File: config.mk
export PLATFORM = sky130hd
export DESIGN_NAME = fifo_wr_arbiter
export DESIGN_NICKNAME = d
export VERILOG_FILES = /design/src/rtl/fifo_arb_pkg.sv /design/src/rtl/rr_pick.sv /design/src/rtl/fifo_wr_arbiter.sv
export SDC_FILE = /design/constraint.sdc
export NUM_CORES = 1
export LEC_CHECK = 0
export CAP_MARGIN = 20
export CORE_MARGIN = 1.5
export CORE_UTILIZATION = 31
export DETAILED_ROUTE_END_ITERATION = 10
export GPL_ROUTABILITY_DRIVEN = 0
export GPL_TIMING_DRIVEN = 0
export PLACE_DENSITY = 0.83
export SETUP_SLACK_MARGIN = 0.15
export SYNTH_ARGS = -nofsm -noshare
export SYNTH_HDL_FRONTEND = slang
export SYNTH_SLANG_ARGS = --single-unit
File: constraint.sdc
create_clock -name clk -period 2.45 [get_ports clk]
set_input_delay 0.49 -clock clk [delete_from_list [all_inputs] [get_ports clk]]
set_output_delay 0.49 -clock clk [all_outputs]
set_load 0.03 [all_outputs]
File: src/rtl/fifo_arb_pkg.sv
// fifo_arb_pkg: shared state type and ID-width helper for the FIFO write arbiter
package fifo_arb_pkg;
  typedef enum logic {IDLE, BURST} arb_state_e;
  function automatic int id_w(input int n);
    return (n > 1) ? $clog2(n) : 1;
  endfunction
endpackage

File: src/rtl/rr_pick.sv
// rr_pick: rotate-priority encoder, first valid index above last_grant wins
module rr_pick #(
  parameter int N_REQ = 4,
  parameter int ID_W  = 2
) (
  input  logic [N_REQ-1:0] i_req_valid,
  input  logic [ID_W-1:0]  i_last_grant,
  output logic             o_found,
  output logic [ID_W-1:0]  o_next_id
);
  logic [ID_W-1:0] w_idx;
  // scan from the farthest offset to the nearest so the nearest valid index overrides
  always_comb begin
    o_found   = 1'b0;
    o_next_id = '0;
    w_idx     = '0;
    for (int k = N_REQ; k >= 1; k--) begin
      w_idx = ID_W'((int'(i_last_grant) + k) % N_REQ);
      if (i_req_valid[w_idx]) begin
        o_found   = 1'b1;
        o_next_id = w_idx;
      end
    end
  end
endmodule

File: src/rtl/fifo_wr_arbiter.sv
// fifo_wr_arbiter: round-robin burst arbiter sharing one FIFO write port among producers
module fifo_wr_arbiter
  import fifo_arb_pkg::*;
#(
  parameter int N_REQ      = 4,
  parameter int DATA_WIDTH = 16,
  parameter int MAX_BURST  = 4
) (
  input  logic                        clk,
  input  logic                        rst_n,
  input  logic [N_REQ-1:0]            i_req_valid,
  input  logic [N_REQ*DATA_WIDTH-1:0] i_req_data,
  output logic [N_REQ-1:0]            o_req_ready,
  input  logic                        i_fifo_full,
  output logic                        o_fifo_wr_en,
  output logic [DATA_WIDTH-1:0]       o_fifo_data_in,
  output logic [id_w(N_REQ)-1:0]      o_grant_id,
  output logic                        o_busy
);
  localparam int ID_W  = id_w(N_REQ);
  localparam int CNT_W = $clog2(MAX_BURST) + 1;

  arb_state_e       r_state, w_state_nxt;
  logic [ID_W-1:0]  r_grant_id, r_last_grant, w_grant_nxt, w_last_nxt, w_pick_id;
  logic [CNT_W-1:0] r_burst_cnt, w_cnt_nxt;
  logic             w_busy, w_found, w_last_beat;

  rr_pick #(.N_REQ(N_REQ), .ID_W(ID_W)) u_pick (
    .i_req_valid (i_req_valid),
    .i_last_grant(r_last_grant),
    .o_found     (w_found),
    .o_next_id   (w_pick_id)
  );

  assign w_busy       = (r_state == BURST);
  assign o_busy       = w_busy;
  assign o_grant_id   = r_grant_id;
  assign o_fifo_wr_en = w_busy & i_req_valid[r_grant_id] & ~i_fifo_full;
  assign w_last_beat  = (r_burst_cnt == CNT_W'(MAX_BURST - 1));

  // steer the granted producer's ready and data; everything is zero outside a burst
  always_comb begin
    o_req_ready    = '0;
    o_fifo_data_in = '0;
    for (int i = 0; i < N_REQ; i++) begin
      if (w_busy && r_grant_id == ID_W'(i)) begin
        o_req_ready[i] = ~i_fifo_full;
        o_fifo_data_in = i_req_data[i*DATA_WIDTH +: DATA_WIDTH];
      end
    end
  end

  // grant in IDLE regardless of full; in BURST count beats and leave on burst end or producer dry
  always_comb begin
    w_state_nxt = r_state;
    w_grant_nxt = r_grant_id;
    w_cnt_nxt   = r_burst_cnt;
    w_last_nxt  = r_last_grant;
    if (r_state == IDLE) begin
      if (w_found) begin
        w_state_nxt = BURST;
        w_grant_nxt = w_pick_id;
        w_cnt_nxt   = '0;
      end
    end else begin
      if (o_fifo_wr_en) w_cnt_nxt = r_burst_cnt + 1'b1;
      if ((o_fifo_wr_en && w_last_beat) || (!i_fifo_full && !i_req_valid[r_grant_id])) begin
        w_state_nxt = IDLE;
        w_last_nxt  = r_grant_id;
      end
    end
  end

  // state and counters; reset points the round-robin so producer 0 goes first
  always_ff @(posedge clk or negedge rst_n) begin
    if (!rst_n) begin
      r_state      <= IDLE;
      r_grant_id   <= '0;
      r_burst_cnt  <= '0;
      r_last_grant <= ID_W'(N_REQ - 1);
    end else begin
      r_state      <= w_state_nxt;
      r_grant_id   <= w_grant_nxt;
      r_burst_cnt  <= w_cnt_nxt;
      r_last_grant <= w_last_nxt;
    end
  end
endmodule

==> impl_metrics.csv <==
group,metric,value,unit
timing,rsz0062_at_grt,"yes",
job,drv_cap,0,
clocking,cts_root_buf,"clkbuf_4",
setup_path,crit_type,"in2out",
synth,ys_ff_latch,8,
global_routing,grt_usage,0.213,
setup_path,endpoint_kind,"output pin",
timing,final_max_slew_viol_count,0,
cells_and_area,antenna_cells,0,
synth,synth.cell_area,0.00104,mm^2
timing,fin_crit_sh,0.930,
cells_and_area,multi_input_area,790,um^2
power_and_ir_drop,power.density,1060,mW/mm^2
drt,drt_iter0_markers,37,
synth,avgSynthCellArea,11.0,um^2
synth,ys_seq_area_frac,0.194,
drt,firstDrtPassIters,4,
timing,holdWs,0.505,ns
global_routing,antenna_found_initial,0,
synth,syn_nets,168,
setup_path,r2r-start,"o_grant_id[0]",
power_and_ir_drop,comb_power_share,0.833,
clocking,cts_buffers,3,
clocking,cts.sink_count,8,
timing,worst_pin_slew,0.629,ns
timing,setup-violations-final,0,
cells_and_area,synthToLayoutAreaGrowth,96.5,%
placed_design,io_buffers,94,
clocking,ctsHtreeMaxLevel,1,
synth,yosysWarnings,0,
drt,drt-wirelength-per-cell,18.3,um
synth,synthDistinctLibCells,35,
cells_and_area,final_layout_size_suffix_gt1_frac,0.270,
floorplanning,std_cell_rows,20,
power_and_ir_drop,peakVddDrop,0.463,mV
timing,fmax,439,MHz
timing,period_needed,2.28,ns
status,status,"complete, no violations",
power_and_ir_drop,switching_share,0.481,
clocking,clkTransAtPathRegs,0.05,ns
setup_path,rrSetupSlack,0.72,ns
drt,ant_nets,0,
setup_path,worstPathArrival,1.79,ns
cells_and_area,final_nets,270,
setup_path,reg2reg_to,"r_last_grant[0]",
drt,routed_wl,4400,um
floorplanning,io_pins,95,
drt,via_count,1220,
drt,drc,0,
floorplanning,dieArea,0.00373,mm^2
power_and_ir_drop,p_leak,0.846,nW
global_routing,grt-ovfl-total,0,
clocking,cts_tree,"yes",
placed_design,dp_hpwl,3690,um
cells_and_area,fillers,269,
global_routing,grt_max_degree,11,
power_and_ir_drop,p_seq_frac,0.117,
setup_path,crit_fanout,4,
timing,tns,0,ns
clocking,cts_buffer_depth,2,
min_path,hold_path_class,"in2async",
cells_and_area,regArea,203,um^2
timing,skew,0.00124,ns
clocking,insertion_delay,0.26,ns
setup_path,cp_data_required_time,1.96,ns
setup_path,cp-start-kind,"input port",
timing,final_hold_viol_count,0,
global_routing,grt_pass1_wl,5720,um
floorplanning,fp.dieH,61.1,um
timing,maxSlewHeadroom,0.577,
floorplanning,start_util,0.334,
clocking,cts-hold-fix-buffers,0,
power_and_ir_drop,power_frac_clock,0.050,
power_and_ir_drop,power.switching,0.00105,W
global_routing,grt_pass1_vias,1222,
drt,routed_via_density,5.08,
setup_path,r2r_cells,6,
synth,netlist_instances,95,
floorplanning,die_w,61.1,um
power_and_ir_drop,internal_power,0.00114,W
floorplanning,core_area,0.00313,mm^2
==> sequential cells by signal, summed over array words and instances (netlist names) <==
signal	flops
o_busy	1
o_grant_id	2
r_burst_cnt	3
r_last_grant	2
==> cell usage after synthesis <==
master / number / area share
a31oi_1: 1 / 0.0060
buf_2: 3 / 0.014
mux2i_1: 4 / 0.038
buf_6: 1 / 0.011
o21a_1: 1 / 0.0072
nor2_1: 4 / 0.014
nand2b_1: 2 / 0.012
dfrtp_1: 6 / 0.14
clkbuf_1: 4 / 0.014
inv_1: 3 / 0.011
o22a_1: 1 / 0.0084
o22ai_1: 1 / 0.0060
nor4_1: 1 / 0.0060
nor3_1: 1 / 0.0048
o41a_1: 1 / 0.011
and3_1: 1 / 0.0060
mux2_4: 3 / 0.043
o21a_4: 1 / 0.014
buf_1: 1 / 0.0036
a22o_1: 2 / 0.017
nor3b_1: 1 / 0.0072
or2_2: 1 / 0.0060
o211ai_1: 1 / 0.0072
nand2_1: 4 / 0.014
nor2b_1: 2 / 0.012
nand3_1: 1 / 0.0048
o31ai_1: 1 / 0.0072
dfstp_2: 2 / 0.050
and2_1: 16 / 0.096
ha_1: 2 / 0.024
mux4_2: 16 / 0.34
xnor2_1: 1 / 0.0084
o21bai_1: 1 / 0.0072
o21ai_0: 2 / 0.0096
a21oi_1: 2 / 0.0096
==> kinds of logic after synthesis <==
logic type / Yosys count / share of synthesized area
AND/OR/NAND/NOR: 34 / 0.183
multiplexers: 23 / 0.426
AO/OA/AOI/OAI: 15 / 0.110
buffers and inverters: 12 / 0.0539
flip-flops: 8 / 0.194
adder cells (fa/ha/maj): 2 / 0.0239
XOR/XNOR: 1 / 0.00838
==> layout by cell type, fill, tap and decap left out, drive strengths merged, types with 3 or more instances in the layout <==
| master | n |
|---|---|
| nand2 | 4 |
| clkdlybuf4s50 | 72 |
| mux2 | 3 |
| dfrtp | 6 |
| nor2 | 4 |
| clkbuf | 17 |
| inv | 3 |
| mux2i | 4 |
| and2 | 16 |
| buf | 16 |
| mux4 | 16 |
| dlygate4sd2 | 3 |
==> power by group through the flow <==
| stage | combinational (W) | sequential (W) | clock (W) |
|---|---|---|---|
| floorplan | 0.00116 | 0.000291 | 0 |
| global placement | 0.00182 | 0.000255 | 0 |
| detailed placement | 0.00187 | 0.000258 | 0 |
| CTS | 0.00175 | 0.000257 | 0.000112 |
| global route | 0.00193 | 0.000265 | 0.000118 |
| finish | 0.00182 | 0.000257 | 0.000109 |
==> repair_timing <==
| action | 4_1_cts | 5_1_grt |
|---|---|---|
| setup buffers | 0 | 2 |
| gates cloned | 0 | 1 |
| setup endpoints to repair | 21 | 18 |
| hold endpoints to repair | 0 | 0 |
| gates resized for setup | 36 | 49 |
==> per-layer routing <==
layer  share of wire  GRT usage
met3            0.11     0.0525
met1            0.35      0.220
met5               0          0
met2            0.53      0.412
met4           0.011     0.0776
==> layout make-up <==
class	instances	area share
repair buffers	97	0.437
multi-input cells	75	0.385
flip-flops and latches	8	0.0987
plain buffers	9	0.0347
well taps	44	0.0268
clock buffers	4	0.0128
inverters	3	0.00548
==> through the flow <==
stage	setup WS, ns	power, W	util	std cells	instance area (um^2)
finish	0.171	0.00219	0.656	240	2050
global route	0.127	0.00231	0.656	240	2050
CTS	-0.107	0.00212	0.653	237	2040
detailed placement	-0.365	0.00213	0.652	233	2040
global placement	-0.315	0.00207	0.652	233	2040
floorplan	0.184	0.00145	-	95	1040
==> how the worst max path moves through the flow <==
stage | start | end | slack (ns) | cells past startpoint
after global placement | i_req_valid[3] | o_fifo_wr_en | -0.32 | 5
final | i_fifo_full | o_req_ready[3] | 0.17 | 4
after global routing | o_grant_id[0] | o_fifo_data_in[4] | 0.13 | 5
after detailed placement | i_req_valid[3] | o_fifo_wr_en | -0.37 | 5
after CTS | o_grant_id[0] | o_fifo_data_in[8] | -0.11 | 5
after floorplan | o_grant_id[1] | o_req_ready[2] | 0.18 | 3
==> critical path, stage by stage <==
cell,delay (ns)
clkdlybuf4s50_1,0.45
nor2b_1,0.27
and3_1,0.20
clkdlybuf4s15_1,0.38
No activity file was read; power rests on OpenSTA's default activity.
